`config.mk`:
```
export PLATFORM = sky130hd
export DESIGN_NAME = mem_rd_arbiter
export DESIGN_NICKNAME = d
export VERILOG_FILES = /design/src/rtl/mem_arb_pkg.sv /design/src/rtl/mem_rd_arbiter_rr_arb2.sv /design/src/rtl/mem_rd_arbiter.sv
export SDC_FILE = /design/constraint.sdc
export NUM_CORES = 1
export LEC_CHECK = 0
export CORE_UTILIZATION = 30
export DETAILED_ROUTE_END_ITERATION = 7
export PLACE_DENSITY = 0.78
export SYNTH_ARGS = -nofsm -noshare
export SYNTH_HDL_FRONTEND = slang
export SYNTH_SLANG_ARGS = --single-unit
```
`constraint.sdc`:
```
create_clock -name clk -period 2 [get_ports clk]
set_clock_uncertainty 0.2 [all_clocks]
set_input_delay 0.6 -clock clk [delete_from_list [all_inputs] [get_ports clk]]
set_output_delay 0.6 -clock clk [all_outputs]
set_load 0.005 [all_outputs]
```
`src/rtl/mem_arb_pkg.sv`:
```
// -----------------------------------------------------------------------------
// mem_arb_pkg
//   Shared definitions for the two-port memory read arbiter.
//   - arb_state_e   : arbiter FSM encoding (one-hot, 3 bits)
//   - PORT_I/PORT_D : requester ids (0 = I-cache, 1 = D-cache / uncached path)
//   - MAX_BEATS_DEF : default beats per burst (256-bit line over a 32-bit bus)
//   - cnt_width()   : beat counter width for a given burst length
// -----------------------------------------------------------------------------
package mem_arb_pkg;

    typedef enum logic [2:0] {
        StIdle = 3'b001,
        StReq  = 3'b010,
        StRsp  = 3'b100
    } arb_state_e;

    localparam logic PORT_I = 1'b0;
    localparam logic PORT_D = 1'b1;

    localparam int unsigned MAX_BEATS_DEF = 8;

    // A burst of one beat still needs a 1-bit counter to keep widths legal.
    function automatic int unsigned cnt_width(input int unsigned beats);
        return (beats > 1) ? $clog2(beats) : 1;
    endfunction

endpackage

```
`src/rtl/mem_rd_arbiter_rr_arb2.sv`:
```
// -----------------------------------------------------------------------------
// rr_arb2
//   Purely combinational two-requester arbiter. The history bit (last_grant)
//   lives in the parent so the parent decides when a grant is "used".
//
//   Ports:
//     req        [1:0] request bits, bit N = port N
//     last_grant       port that completed the most recent burst
//     winner           selected port id (PORT_I when nobody requests)
//
//   Parameter RR_EN: 1 = alternate on contention, 0 = port 0 always wins.
// -----------------------------------------------------------------------------
module rr_arb2
    import mem_arb_pkg::*;
#(
    parameter bit RR_EN = 1'b1
) (
    input  logic [1:0] req,
    input  logic       last_grant,
    output logic       winner
);

    always_comb begin
        winner = PORT_I;
        case (req)
            2'b01:   winner = PORT_I;
            2'b10:   winner = PORT_D;
            // Contention: favour the port that did not go last.
            2'b11:   winner = RR_EN ? ~last_grant : PORT_I;
            default: winner = PORT_I;
        endcase
    end

endmodule

```
`src/rtl/mem_rd_arbiter.sv`:
```
// -----------------------------------------------------------------------------
// mem_rd_arbiter
//   Shares one burst read channel between two cache requesters. One burst is
//   in flight at a time; the grant is held from request until the last beat.
//   Response beats are steered to the owner only, and malformed bursts (wrong
//   length) raise a sticky error flag.
//
//   Ports (N = 0: I-cache, N = 1: D-cache / uncached):
//     clk, rst                 clock, async active-low reset
//     sN_rd_req_valid/addr     requester N read request (32-byte aligned)
//     sN_rd_req_ready          request N accepted by memory
//     sN_rd_rsp_valid/data/last  beat to requester N
//     sN_rd_rsp_ready          requester N accepts beat
//     m_rd_req_valid/addr/ready  request to memory (latched address)
//     m_rd_rsp_valid/data/last   beat from memory
//     m_rd_rsp_ready           beat accepted (owner ready, or idle drain)
//     grant_id                 current owner (meaningful outside idle)
//     burst_err                sticky malformed-burst flag
//
//   FSM: StIdle -> StReq -> StRsp -> StIdle. Idle always drains stray beats
//   from memory without forwarding them; at least one idle cycle separates
//   consecutive bursts.
// -----------------------------------------------------------------------------
module mem_rd_arbiter
    import mem_arb_pkg::*;
#(
    parameter int unsigned ADDR_WIDTH = 32,
    parameter int unsigned DATA_WIDTH = 32,
    parameter int unsigned MAX_BEATS  = MAX_BEATS_DEF,
    parameter bit          RR_EN      = 1'b1
) (
    input  logic                  clk,
    input  logic                  rst,

    // Port 0
    input  logic                  s0_rd_req_valid,
    input  logic [ADDR_WIDTH-1:0] s0_rd_req_addr,
    output logic                  s0_rd_req_ready,
    output logic                  s0_rd_rsp_valid,
    output logic [DATA_WIDTH-1:0] s0_rd_rsp_data,
    output logic                  s0_rd_rsp_last,
    input  logic                  s0_rd_rsp_ready,

    // Port 1
    input  logic                  s1_rd_req_valid,
    input  logic [ADDR_WIDTH-1:0] s1_rd_req_addr,
    output logic                  s1_rd_req_ready,
    output logic                  s1_rd_rsp_valid,
    output logic [DATA_WIDTH-1:0] s1_rd_rsp_data,
    output logic                  s1_rd_rsp_last,
    input  logic                  s1_rd_rsp_ready,

    // Memory side
    output logic                  m_rd_req_valid,
    output logic [ADDR_WIDTH-1:0] m_rd_req_addr,
    input  logic                  m_rd_req_ready,
    input  logic                  m_rd_rsp_valid,
    input  logic [DATA_WIDTH-1:0] m_rd_rsp_data,
    input  logic                  m_rd_rsp_last,
    output logic                  m_rd_rsp_ready,

    // Status
    output logic                  grant_id,
    output logic                  burst_err
);

    localparam int unsigned     CntW    = cnt_width(MAX_BEATS);
    localparam logic [CntW-1:0] LastCnt = CntW'(MAX_BEATS - 1);

    arb_state_e            state_q;
    logic                  grant_q;
    logic                  last_grant_q;
    logic                  err_q;
    logic [CntW-1:0]       beat_cnt_q;
    logic [ADDR_WIDTH-1:0] addr_q;

    logic winner;
    logic any_req;
    logic own_rsp_ready;
    logic fwd_valid;
    logic rsp_hs;

    // -------------------------------------------------------------------------
    // Arbitration
    // -------------------------------------------------------------------------
    rr_arb2 #(
        .RR_EN (RR_EN)
    ) u_rr_arb2 (
        .req        ({s1_rd_req_valid, s0_rd_req_valid}),
        .last_grant (last_grant_q),
        .winner     (winner)
    );

    assign any_req = s0_rd_req_valid | s1_rd_req_valid;

    // -------------------------------------------------------------------------
    // Output steering (decoded from registered state / grant)
    // -------------------------------------------------------------------------
    assign grant_id      = grant_q;
    assign burst_err     = err_q;
    assign m_rd_req_addr = addr_q;

    assign own_rsp_ready = (grant_q == PORT_D) ? s1_rd_rsp_ready : s0_rd_rsp_ready;
    assign fwd_valid     = (state_q == StRsp) && m_rd_rsp_valid;
    assign rsp_hs        = fwd_valid && own_rsp_ready;

    always_comb begin
        m_rd_req_valid  = (state_q == StReq);
        s0_rd_req_ready = m_rd_req_valid && (grant_q == PORT_I) && m_rd_req_ready;
        s1_rd_req_ready = m_rd_req_valid && (grant_q == PORT_D) && m_rd_req_ready;

        // Idle accepts and drops anything memory sends; the request phase
        // refuses early beats so they wait for the response phase.
        m_rd_rsp_ready = 1'b1;
        unique case (state_q)
            StIdle:  m_rd_rsp_ready = 1'b1;
            StReq:   m_rd_rsp_ready = 1'b0;
            StRsp:   m_rd_rsp_ready = own_rsp_ready;
            default: m_rd_rsp_ready = 1'b1;
        endcase

        s0_rd_rsp_valid = fwd_valid && (grant_q == PORT_I);
        s1_rd_rsp_valid = fwd_valid && (grant_q == PORT_D);

        // Data/last are zeroed whenever the port's valid is low.
        s0_rd_rsp_data  = s0_rd_rsp_valid ? m_rd_rsp_data : '0;
        s0_rd_rsp_last  = s0_rd_rsp_valid && m_rd_rsp_last;
        s1_rd_rsp_data  = s1_rd_rsp_valid ? m_rd_rsp_data : '0;
        s1_rd_rsp_last  = s1_rd_rsp_valid && m_rd_rsp_last;
    end

    // -------------------------------------------------------------------------
    // FSM and burst bookkeeping
    // -------------------------------------------------------------------------
    always_ff @(posedge clk or negedge rst) begin
        if (!rst) begin
            state_q      <= StIdle;
            grant_q      <= PORT_I;
            last_grant_q <= PORT_D;
            err_q        <= 1'b0;
            beat_cnt_q   <= '0;
            addr_q       <= '0;
        end else begin
            unique case (state_q)
                StIdle: begin
                    if (any_req) begin
                        grant_q <= winner;
                        addr_q  <= (winner == PORT_D) ? s1_rd_req_addr : s0_rd_req_addr;
                        state_q <= StReq;
                    end
                end

                // A requester withdrawing valid here has no effect: the
                // latched request is completed regardless.
                StReq: begin
                    if (m_rd_req_ready) begin
                        beat_cnt_q <= '0;
                        state_q    <= StRsp;
                    end
                end

                StRsp: begin
                    if (rsp_hs) begin
                        if (m_rd_rsp_last) begin
                            // Short burst: last arrived before the final slot.
                            if (beat_cnt_q != LastCnt) begin
                                err_q <= 1'b1;
                            end
                            last_grant_q <= grant_q;
                            state_q      <= StIdle;
                        end else if (beat_cnt_q == LastCnt) begin
                            // Overrun: keep forwarding until last shows up.
                            err_q <= 1'b1;
                        end
                        if (beat_cnt_q != LastCnt) begin
                            beat_cnt_q <= beat_cnt_q + 1'b1;
                        end
                    end
                end

                default: state_q <= StIdle;
            endcase
        end
    end

endmodule

```
==> impl_metrics.json, run 1 <==
{
  "status": "finished, violations left",
  "failed_checks": "setup timing",
  "worstSetupStartpointType": "flop",
  "worst_slew_margin_rel_pct": 75.32,
  "post_synth_instance_area_sq_um": 2594,
  "ports_placed_on_the_boundary": 211,
  "p_sw_share_pct": 30.49,
  "synth_xor_xnor_area_share_pct": 0.3377,
  "final_net_count": 619,
  "die_area_sq_um": 9021,
  "unrepaired_setup_endpoints_after_global_routing": "true",
  "floorplan.die.width_microns": 94.98,
  "gr-usage-all-layers_pct": 26.00,
  "grt_first_pass_wirelength_microns": 17290,
  "h-tree-depth": 2,
  "cap_viol_max_count": 0,
  "via_per_inst": 4.896,
  "netlist-cell-type-count": 34,
  "cts_tree": "done",
  "setup.worst_path.class": "reg2out",
  "critPathSlowestCell": "sky130_fd_sc_hd__dfstp_2",
  "synthesized_net_count": 341,
  "detail_route.iter0.violations": 76,
  "drt_wl_total_microns": 12120,
  "rows": 33,
  "syn_to_final_growth_pct": 140.8,
  "fp.dieH_microns": 94.98,
  "antenna_found_initial": 0,
  "comb_power_share_pct": 66.7,
  "power.share.clock_pct": 8.6,
  "hpwl_dp_microns": 7295,
  "worst_ep_required_time_ns": 1.20,
  "yosys.area.top_type": "sky130_fd_sc_hd__dfrtp_1",
  "detail_route.first_pass.iterations": 4,
  "max-vdd-ir-drop_mv": 0.9541,
  "crit_arrival_ns": 1.74,
  "gp_routability_congestion": 0.8206,
  "share_seq_of_total_power_pct": 24.7,
  "final.setup.worst_slack_ns": -0.5437,
  "cts_buffer_depth": 2,
  "fmax_mhz": 393.1,
  "drt_drc_violations_left": 0,
  "post-route-util_pct": 75.26,
  "synth-async-reset-ratio_pct": 100.0,
  "cts_buffers": 5,
  "remaining_number_of_nets_flagged_by_the_antenna_check_after_routing": 0,
  "synthesis.yosys.warnings": 0,
  "critPathBufInv": 4,
  "report.final.slew_viol_count": 0,
  "final_hold_viol_count": 0,
  "yosys-mux-area-fraction_pct": 28.61,
  "vias": 3016,
  "grt_remaining_overflow": 0,
  "post_synth_inst_count": 234,
  "cpPeakStageDelay_ns": 0.55,
  "internal_power_of_the_cells_mw": 4.178,
  "min-delay-path-class": "in2async",
  "edff_count_synth": 0,
  "setup_viol": 109,
  "static_power_due_to_leakage_nw": 2.999,
  "final_layout_size_suffix_gt1_share_pct": 59.10,
  "p_per_area_nw_per_um2": 962.2,
  "cpLargestDelayFamily": "flip-flops",
  "synth-seq-area-share_pct": 39.65,
  "post-synth-top-area-fraction_pct": 37.63,
  "cts_num_sinks": 41,
  "synth_compound_gate_area_share_pct": 4.342,
  "total_switching_power_mw": 1.832,
  "timing.critical_path.to_type": "output port",
  "dominant_combinational_cell_family_by_area_after_synthesis": "multiplexers",
  "period_minus_slack_ns": 2.544,
  "synth-seq-cells": 41,
  "placeableCoreArea_sq_um": 8299,
  "worstSkewPairLatency_ns": 0.29,
  "mean_cell_area_of_the_mapped_netlist_sq_um": 11.08,
  "timing.critical_path.fanout_max": 5,
  "yosys.area_share.adder_pct": 0.9648,
  "largest_cells_by_area_after_synthesis": "sky130_fd_sc_hd__dfrtp_1 38%, sky130_fd_sc_hd__mux2_2 26%, sky130_fd_sc_hd__and2_1 16%",
  "insertedDiodeCount": 0,
  "cts_hold_repair.buffers": 0,
  "timing.final.crit_share_pct": 127.2,
  "synthSimpleGateAreaFrac_pct": 22.14,
  "critPathMostFrequentCell": "sky130_fd_sc_hd__buf_6",
  "dominantRegCellSynth": "sky130_fd_sc_hd__dfrtp_1",
  "floorplan.initialDensity_pct": 31.25,
  "pre_cts_slack_ns": -1.157,
  "worst_setup_hold_path_clk_slew_ns": 0.08,
  "port_buffers": 210,
  "clk_root_buffer_cell": "sky130_fd_sc_hd__clkbuf_8",
  "first_global_vias": 3208,
  "crit_chain": "nand4bb_4, nor2_4, buf_6, buf_16, buf_12, and2_4, buf_6",
  "largest_net_degree_at_the_start_of_global_routing": 29,
  "max_slew.worst_pin.slew_ns": 0.3703,
  "drt-wirelength-per-cell_microns": 19.68
}
## kinds of logic (layout without fill, tap and decap cells)
kind of cell             after synthesis  count (layout)
AO/OA/AOI/OAI                         15              15
XOR/XNOR                               1               1
adder cells (fa/ha/maj)                2               2
buffers and inverters                 18             295
flip-flops                            41              41
multiplexers                          66              66
AND/OR/NAND/NOR                       91              91
## state kept, by name, summed over array words and instances, names as in the netlist
signal	cells
m_rd_req_addr	32
last_grant_q	1
beat_cnt_q	3
grant_id	1
burst_err	1
state_q	3
## cells in the mapped netlist (3+ instances only)
library cell and number:
sky130_fd_sc_hd__buf_6 4, sky130_fd_sc_hd__mux2_1 4, sky130_fd_sc_hd__nor3b_1 5, sky130_fd_sc_hd__o21ai_0 3
sky130_fd_sc_hd__and2_1 68, sky130_fd_sc_hd__mux2_2 61, sky130_fd_sc_hd__dfrtp_1 39, sky130_fd_sc_hd__nor2_1 5
sky130_fd_sc_hd__inv_1 4, sky130_fd_sc_hd__clkbuf_1 6, sky130_fd_sc_hd__buf_2 3
## area by class of cell
cell class                      instances  area (sq um)
Timing Repair Buffer                  285          3131
Fill cell                             511          2053
Multi-Input combinational cell        175          1866
Sequential cell                        41          1030
Tap cell                              105         131.4
Clock buffer                            5         68.82
Inverter                                4         15.01
Clock inverter                          1         5.005
## final timing paths
kind | startpoint | slack, ns | to | cells after the start
hold / removal | rst | 0.008 | state_q[1] | 1
setup / recovery | state_q[0] | -0.54 | s0_rd_rsp_data[16] | 7
max in group asynchronous | rst | 1.04 | last_grant_q | 2
hold reg to reg | m_rd_req_addr[22] | 0.31 | m_rd_req_addr[22] | 1
min in group clk | m_rd_req_addr[22] | 0.31 | m_rd_req_addr[22] | 1
setup reg to reg | state_q[1] | -0.35 | m_rd_req_addr[27] | 11
## cell usage in the layout (no fill, tap or decap), drive strengths merged, types with 2 or more instances in the layout
cell type	n
o21ai	3
inv	4
nand4bb	2
dlygate4sd2	4
buf	146
dlymetal6s2s	20
nand2b	2
nor2	5
ha	2
clkbuf	7
nand2	2
dfrtp	39
a221o	2
clkdlybuf4s50	111
a21boi	2
a21oi	2
and3	2
dfstp	2
mux2	65
nor3b	5
and2	68
o31ai	2
## what timing repair did
action | in CTS | in global routing
endpoints found under the setup margin | 110 | 132
cloned | 12 | 2
buffers inserted | 37 | 12
pin swaps | 32 | 14
gates resized for setup | 430 | 109
## per-stage QoR
| step | instances | setup TNS (ns) | hold WS [ns] | area [sq um] | power (mW) |
|---|---|---|---|---|---|
| finish | 616 | -40.58 | 0.008445 | 6246 | 6.010 |
| global route | 616 | -48.67 | 0.02240 | 6246 | 6.339 |
| detailed placement | 561 | -91.87 | 0.2796 | 5034 | 4.084 |
| floorplan | 234 | -1.507 | 0.1044 | 2648 | 2.617 |
| CTS | 616 | -41.37 | 0.01545 | 6018 | 6.019 |
| global placement | 561 | -89.88 | 0.2495 | 5034 | 4.009 |
## power groups by stage
stage                     clock network (mW)  registers [mW]  logic (mW)
final                                  0.517            1.48        4.01
after global routing                   0.570            1.52        4.24
after CTS                              0.535            1.48        4.00
after detailed placement                   0            1.48        2.60
after global placement                     0            1.46        2.55
after floorplan                            0            1.51        1.11
## layer usage
layer / vias up / GRT usage, % / part of all wire [%]
met4: 0 / 9.343 / 4.0
met3: 28 / 7.327 / 9.0
met1: 1462 / 26.62 / 34
met2: 168 / 49.70 / 53
met5: - / 0 / 0
li1: 1358 / - / -
## worst register-to-register path, stage by stage, from the launching register on
cell and delay, ns:
sky130_fd_sc_hd__dfrtp_1 0.40, sky130_fd_sc_hd__buf_6 0.12, sky130_fd_sc_hd__buf_6 0.10, sky130_fd_sc_hd__buf_6 0.11
sky130_fd_sc_hd__buf_6 0.12, sky130_fd_sc_hd__buf_6 0.12, sky130_fd_sc_hd__nor3b_4 0.17, sky130_fd_sc_hd__and2b_2 0.23
sky130_fd_sc_hd__buf_12 0.12, sky130_fd_sc_hd__buf_12 0.10, sky130_fd_sc_hd__buf_12 0.13, sky130_fd_sc_hd__mux2_4 0.30
Power figures use the tool's default switching activity.
==> inputs of run 2 (changes only) <==
--- a/config.mk
+++ b/config.mk
@@ -7,6 +7,7 @@
 export LEC_CHECK = 0
 export CORE_UTILIZATION = 30
 export DETAILED_ROUTE_END_ITERATION = 7
+export MAX_ROUTING_LAYER = met4
 export PLACE_DENSITY = 0.78
 export SYNTH_ARGS = -nofsm -noshare
 export SYNTH_HDL_FRONTEND = slang
==> run 2 against run 1 <==
Compared with the run above:
- the run still ends with setup timing left
- sequential share of layout area hardly changed
- worst hold slack better by 0.0027 ns
- global-route usage is 0.85 points higher
- first-iteration DRC count is 26% lower
- critical path depth stayed put
- clock-buffer cell count stayed put
- largest power group unchanged
==> impl_metrics.json, run 2 (synthesis results as in run 1) <==
{
  "gp_routability_congestion": 0.8330,
  "p_per_area_nw_per_um2": 964.3,
  "floorplan.initialDensity_pct": 31.25,
  "report.final.slew_viol_count": 0,
  "largest_register_ff_count": 32,
  "worstSkewPairLatency_ns": 0.29,
  "total_switching_power_mw": 1.840,
  "grt_remaining_overflow": 0,
  "worst_ep_required_time_ns": 1.20,
  "power.share.clock_pct": 8.6,
  "syn_to_final_growth_pct": 141.1,
  "gr-usage-all-layers_pct": 26.86,
  "h-tree-depth": 2,
  "status": "finished, violations left",
  "remaining_number_of_nets_flagged_by_the_antenna_check_after_routing": 0,
  "cts_hold_repair.buffers": 0,
  "rows": 33,
  "final_hold_viol_count": 0,
  "max_slew.worst_pin.slew_ns": 0.3753,
  "p_sw_share_pct": 30.52,
  "final_cell_area_sq_um": 6254,
  "insertedDiodeCount": 0,
  "setup_viol": 109,
  "hpwl_dp_microns": 7295,
  "fmax_mhz": 393.5,
  "final_layout_size_suffix_gt1_share_pct": 59.18,
  "placed_area_sq_um": 5034,
  "final_net_count": 620,
  "crit_arrival_ns": 1.74,
  "comb_power_share_pct": 66.8,
  "final.setup.worst_slack_ns": -0.5416,
  "failed_checks": "setup timing",
  "via_per_inst": 4.875,
  "first_global_vias": 3218,
  "worstSetupStartpointType": "flop",
  "detail_route.first_pass.iterations": 4,
  "cap_viol_max_count": 0,
  "timing.critical_path.fanout_max": 5,
  "placeableCoreArea_sq_um": 8299,
  "post-route-util_pct": 75.35,
  "cts_buffers": 5,
  "vias": 3008,
  "largest_net_degree_at_the_start_of_global_routing": 29,
  "min-delay-path-class": "in2async",
  "timing.critical_path.to_type": "output port",
  "period_minus_slack_ns": 2.542,
  "timing.final.crit_share_pct": 127.1,
  "port_buffers": 210,
  "drt-wirelength-per-cell_microns": 19.61,
  "antenna_found_initial": 0,
  "drt_drc_violations_left": 0,
  "worst_slew_margin_rel_pct": 74.98,
  "worst_setup_hold_path_clk_slew_ns": 0.08,
  "layout_commonest_cell": "sky130_fd_sc_hd__clkdlybuf4s50_1",
  "fin_setup_tns_ns": -40.72,
  "unrepaired_setup_endpoints_after_global_routing": "true",
  "detail_route.iter0.violations": 56,
  "share_seq_of_total_power_pct": 24.6,
  "die_area_sq_um": 9021,
  "fp.dieH_microns": 94.98,
  "internal_power_of_the_cells_mw": 4.190,
  "clk_root_buffer_cell": "sky130_fd_sc_hd__clkbuf_8",
  "cts_num_sinks": 41,
  "most-common-layout-cells": "111 x sky130_fd_sc_hd__clkdlybuf4s50_1, 79 x sky130_fd_sc_hd__buf_6, 56 x sky130_fd_sc_hd__and2_4, 38 x sky130_fd_sc_hd__dfrtp_1, 33 x sky130_fd_sc_hd__mux2_2",
  "setup.worst_path.class": "reg2out",
  "cts_buffer_depth": 2,
  "floorplan.die.width_microns": 94.98,
  "grt_first_pass_wirelength_microns": 17270,
  "max-vdd-ir-drop_mv": 0.9577,
  "drt_wl_total_microns": 12100,
  "static_power_due_to_leakage_nw": 3.004,
  "ports_placed_on_the_boundary": 211,
  "cts_tree": "done"
}
## run 2: cell count changes in the layout (fill, tap and decap cells not counted), sizes merged
| cell | delta |
|---|---|
| buf | +1 |
## run 2: area by class of cell
class	instances	area (sq um)
tap	105	131.4
multi-input combinational	175	1866
timing repair buffer	286	3138
clock inverter	1	5.005
clock buffer	5	68.82
inverter	4	15.01
fill	509	2046
sequential	41	1030
## run 2: repair_timing
| item | CTS | global route |
|---|---|---|
| gates resized for setup | 430 | 109 |
| setup endpoints to repair | 110 | 132 |
| gates cloned | 12 | 2 |
| hold endpoints to repair | 0 | 0 |
| setup buffers | 37 | 13 |
| pin swaps | 32 | 14 |
## run 2: power groups by stage
stage          Combinational [mW]  Clock [mW]  Sequential [mW]
2_1_floorplan                1.11           0             1.51
3_3_place_gp                 2.55           0             1.46
3_5_place_dp                 2.60           0             1.48
4_1_cts                      4.00       0.535             1.48
5_1_grt                      4.26       0.570             1.52
6_report                     4.03       0.518             1.48
## run 2: critical path: stages, from the launching register on
cell and delay, ns:
sky130_fd_sc_hd__dfstp_2 0.55, sky130_fd_sc_hd__nand4bb_4 0.19, sky130_fd_sc_hd__nor2_4 0.06, sky130_fd_sc_hd__buf_6 0.14, sky130_fd_sc_hd__buf_16 0.14, sky130_fd_sc_hd__buf_12 0.12
sky130_fd_sc_hd__and2_4 0.14, sky130_fd_sc_hd__buf_6 0.10
## run 2: path summary, 6_finish.rpt
kind / start / to / slack (ns) / depth (start not counted)
setup / recovery: state_q[0] / s0_rd_rsp_data[16] / -0.54 / 7
hold / removal: rst / state_q[1] / 0.01 / 1
setup reg to reg: state_q[1] / m_rd_req_addr[27] / -0.35 / 11
hold reg to reg: m_rd_req_addr[0] / m_rd_req_addr[0] / 0.31 / 1
max in group asynchronous: rst / last_grant_q / 1.04 / 2
min in group clk: m_rd_req_addr[0] / m_rd_req_addr[0] / 0.31 / 1
## run 2: routing by layer
layer | wire, microns | global-route usage, %
met5 | 0 | -
met4 | 516 | 9.217
met3 | 995 | 6.200
met2 | 6379 | 49.88
met1 | 4209 | 27.47
## run 2: stage by stage
| stage | worst slack [ns] | power (mW) | hold slack [ns] | instances |
|---|---|---|---|---|
| floorplan | -0.03153 | 2.617 | 0.1044 | 234 |
| global placement | -1.133 | 4.009 | 0.2495 | 561 |
| detailed placement | -1.157 | 4.084 | 0.2796 | 561 |
| CTS | -0.5401 | 6.019 | 0.01545 | 616 |
| global route | -0.5991 | 6.355 | 0.02226 | 617 |
| finish | -0.5416 | 6.030 | 0.01117 | 617 |
==> inputs of run 3 (changes only) <==
--- a/config.mk
+++ b/config.mk
@@ -5,7 +5,8 @@
 export SDC_FILE = /design/constraint.sdc
 export NUM_CORES = 1
 export LEC_CHECK = 0
-export CORE_UTILIZATION = 30
+export ABC_AREA = 1
+export CORE_UTILIZATION = 29
 export DETAILED_ROUTE_END_ITERATION = 7
 export MAX_ROUTING_LAYER = met4
 export PLACE_DENSITY = 0.78
==> run 3 against run 2 <==
Compared with the run above:
- the run still ends with setup timing left
- critical endpoint is now s0_rd_rsp_data[17]
- first-iteration DRC count grew 110%
- sequential power about the same
- sequential share of layout area is 2.7 points higher
- largest cell class unchanged
- largest power group unchanged
- setup slack improved by 0.045 ns
==> impl_metrics.json, run 3 <==
{
  "finalPower_mw": 4.923,
  "cts_buffer_depth": 2,
  "cts_num_sinks": 41,
  "via_per_inst": 4.675,
  "post-route-util_pct": 65.86,
  "worstSkewPairLatency_ns": 0.28,
  "h-tree-depth": 2,
  "final_hold_viol_count": 0,
  "ports_placed_on_the_boundary": 211,
  "timing.critical_path.to_type": "output port",
  "fin_setup_tns_ns": -28.84,
  "cts_tree": "done",
  "grt_remaining_overflow": 0,
  "synth-async-reset-ratio_pct": 100.0,
  "post_synth_instance_area_sq_um": 2429,
  "worst_setup_hold_path_clk_slew_ns": 0.08,
  "post-synth-top-area-fraction_pct": 40.19,
  "setup.worst_path.class": "reg2out",
  "clk_root_buffer_cell": "sky130_fd_sc_hd__clkbuf_8",
  "worst_ep_required_time_ns": 1.20,
  "final.hold.worst_slack_ns": 0.03069,
  "largest_register_ff_count": 32,
  "antenna_found_initial": 0,
  "synth-seq-cells": 41,
  "vias": 3352,
  "status": "finished, violations left",
  "report.final.slew_viol_count": 0,
  "rows": 33,
  "max_slew.worst_pin.slew_ns": 0.4132,
  "largest_net_degree_at_the_start_of_global_routing": 26,
  "fp.dieH_microns": 93.51,
  "failed_checks": "setup timing",
  "timing.final.crit_share_pct": 124.9,
  "synthesis.yosys.warnings": 0,
  "post_synth_inst_count": 357,
  "die_area_sq_um": 8744,
  "insertedDiodeCount": 0,
  "unrepaired_setup_endpoints_after_global_routing": "true",
  "synthesized_net_count": 464,
  "fmax_mhz": 400.5,
  "detail_route.iter0.violations": 119,
  "cap_viol_max_count": 0,
  "port_buffers": 210,
  "edff_count_synth": 0,
  "p_per_area_nw_per_um2": 914.3,
  "gr-usage-all-layers_pct": 24.09,
  "mean_cell_area_of_the_mapped_netlist_sq_um": 6.803,
  "floorplan.initialDensity_pct": 29.71,
  "min-delay-path-class": "in2async",
  "worstSetupStartpointType": "flop",
  "synth-seq-area-share_pct": 42.35,
  "largest_cells_by_area_after_synthesis": "sky130_fd_sc_hd__dfrtp_1 40%, sky130_fd_sc_hd__nor2_1 16%, sky130_fd_sc_hd__o21ai_1 11%",
  "syn_to_final_growth_pct": 121.7,
  "yosysMostFrequentCell": "sky130_fd_sc_hd__nor2_1",
  "setup_viol": 72,
  "nFillCells": 654,
  "final.setup.worst_slack_ns": -0.4970,
  "yosys-top-cells-count": "104 x sky130_fd_sc_hd__nor2_1, 54 x sky130_fd_sc_hd__o21ai_1, 53 x sky130_fd_sc_hd__nand2_1",
  "final_net_count": 718,
  "cts_hold_repair.buffers": 0,
  "cts_buffers": 5,
  "period_minus_slack_ns": 2.497,
  "most-common-layout-cells": "124 x sky130_fd_sc_hd__clkdlybuf4s50_1, 62 x sky130_fd_sc_hd__buf_2, 55 x sky130_fd_sc_hd__o21ai_1, 51 x sky130_fd_sc_hd__nor2_1, 51 x sky130_fd_sc_hd__nand2_1",
  "drt-wirelength-per-cell_microns": 14.76,
  "static_power_due_to_leakage_nw": 2.743,
  "timing.reg2reg.worst_path_depth": 10,
  "placeableCoreArea_sq_um": 8175,
  "dominantRegCellSynth": "sky130_fd_sc_hd__dfrtp_1",
  "netlist-cell-type-count": 25,
  "drt_drc_violations_left": 0,
  "floorplan.die.width_microns": 93.51,
  "grt_first_pass_wirelength_microns": 15910,
  "drt_wl_total_microns": 10580,
  "timing.critical_path.fanout_max": 17,
  "max-vdd-ir-drop_mv": 0.5246,
  "hpwl_dp_microns": 7613,
  "final_layout_size_suffix_gt1_share_pct": 34.48,
  "crit_arrival_ns": 1.70,
  "remaining_number_of_nets_flagged_by_the_antenna_check_after_routing": 0,
  "yosys.area.top_type": "sky130_fd_sc_hd__dfrtp_1",
  "layout_commonest_cell": "sky130_fd_sc_hd__clkdlybuf4s50_1",
  "gp_routability_congestion": 0.7937,
  "detail_route.first_pass.iterations": 4,
  "first_global_vias": 3365,
  "worst_slew_margin_rel_pct": 72.45
}
==> run 3: cell count changes in the layout (fill, tap and decap cells not counted), sizes merged, moves of 3 or more <==
cell           delta
nor3b             -5
buf              -20
dlymetal6s2s     -12
mux2             -65
inv              +45
nand2            +53
clkbuf            +3
clkdlybuf4s50    +13
and2             -68
nand3             +5
o21ai            +65
nand4             +4
nor2            +102
==> run 3: final cells by class <==
class                      count  area (sq um)  area share (%)
inverter                      49         188.9           3.509
tap                          105         131.4           2.440
clock buffer                   7         86.33           1.604
clock inverter                 1         30.03          0.5578
multi-input combinational    248          1453           26.98
timing repair buffer         266          2465           45.78
sequential                    41          1030           19.13
==> run 3: final timing paths <==
kind                                   startpoint                  to  slack, ns
worst max-delay path                   state_q[0]  s0_rd_rsp_data[17]      -0.50
worst min-delay path                          rst   m_rd_req_addr[25]       0.03
worst max register to register         state_q[0]   m_rd_req_addr[19]       0.12
worst min register to register  m_rd_req_addr[22]   m_rd_req_addr[22]       0.29
max in group asynchronous                     rst   m_rd_req_addr[19]       1.08
min in group clk                m_rd_req_addr[22]   m_rd_req_addr[22]       0.29
==> run 3: repair_timing <==
item / in CTS / in global routing
gates resized for setup: 351 / 86
setup buffers: 21 / 8
gates cloned: 6 / 0
setup endpoints to repair: 73 / 114
pin swaps: 10 / 8
endpoints found under the hold margin: 0 / 0
==> run 3: power by group <==
part / switching, mW / leakage, nW / internal [mW]
sequential: 0.235 / 0.502 / 1.24
clock: 0.281 / 0.0585 / 0.407
combinational: 1.22 / 2.18 / 1.54
==> run 3: per-layer routing <==
layer | routed length (microns) | GRT usage [%]
met5 | 0 | -
met4 | 365 | 9.231
met3 | 794 | 5.203
met2 | 5499 | 44.12
met1 | 3925 | 25.16
==> run 3: per-stage QoR <==
step	worst slack [ns]	std cells	cell area, sq um
after floorplan	0.09166	357	2429
after global placement	-0.8957	681	4847
after detailed placement	-0.9202	681	4847
after CTS	-0.5627	714	5180
after global routing	-0.5677	717	5384
final	-0.4970	717	5384
==> run 3: worst max-delay path, stage by stage, from the launching register on <==
cell and delay [ns]:
sky130_fd_sc_hd__dfstp_2 0.57, sky130_fd_sc_hd__nor2_4 0.05, sky130_fd_sc_hd__nand2_2 0.09, sky130_fd_sc_hd__inv_4 0.06, sky130_fd_sc_hd__buf_6 0.11, sky130_fd_sc_hd__nand3_4 0.10
sky130_fd_sc_hd__buf_8 0.21, sky130_fd_sc_hd__nor2_1 0.08, sky130_fd_sc_hd__buf_2 0.13
==> run 3: cells by family after synthesis <==
| group | share of synthesized area, % |
|---|---|
| buffers and inverters | 11.49 |
| xor gates and xnor gates | 0.3607 |
| DFF | 42.35 |
| AOI/OAI and AO/OA | 14.68 |
| and+or+nand+nor | 30.09 |
| adders and majority gates | 1.030 |
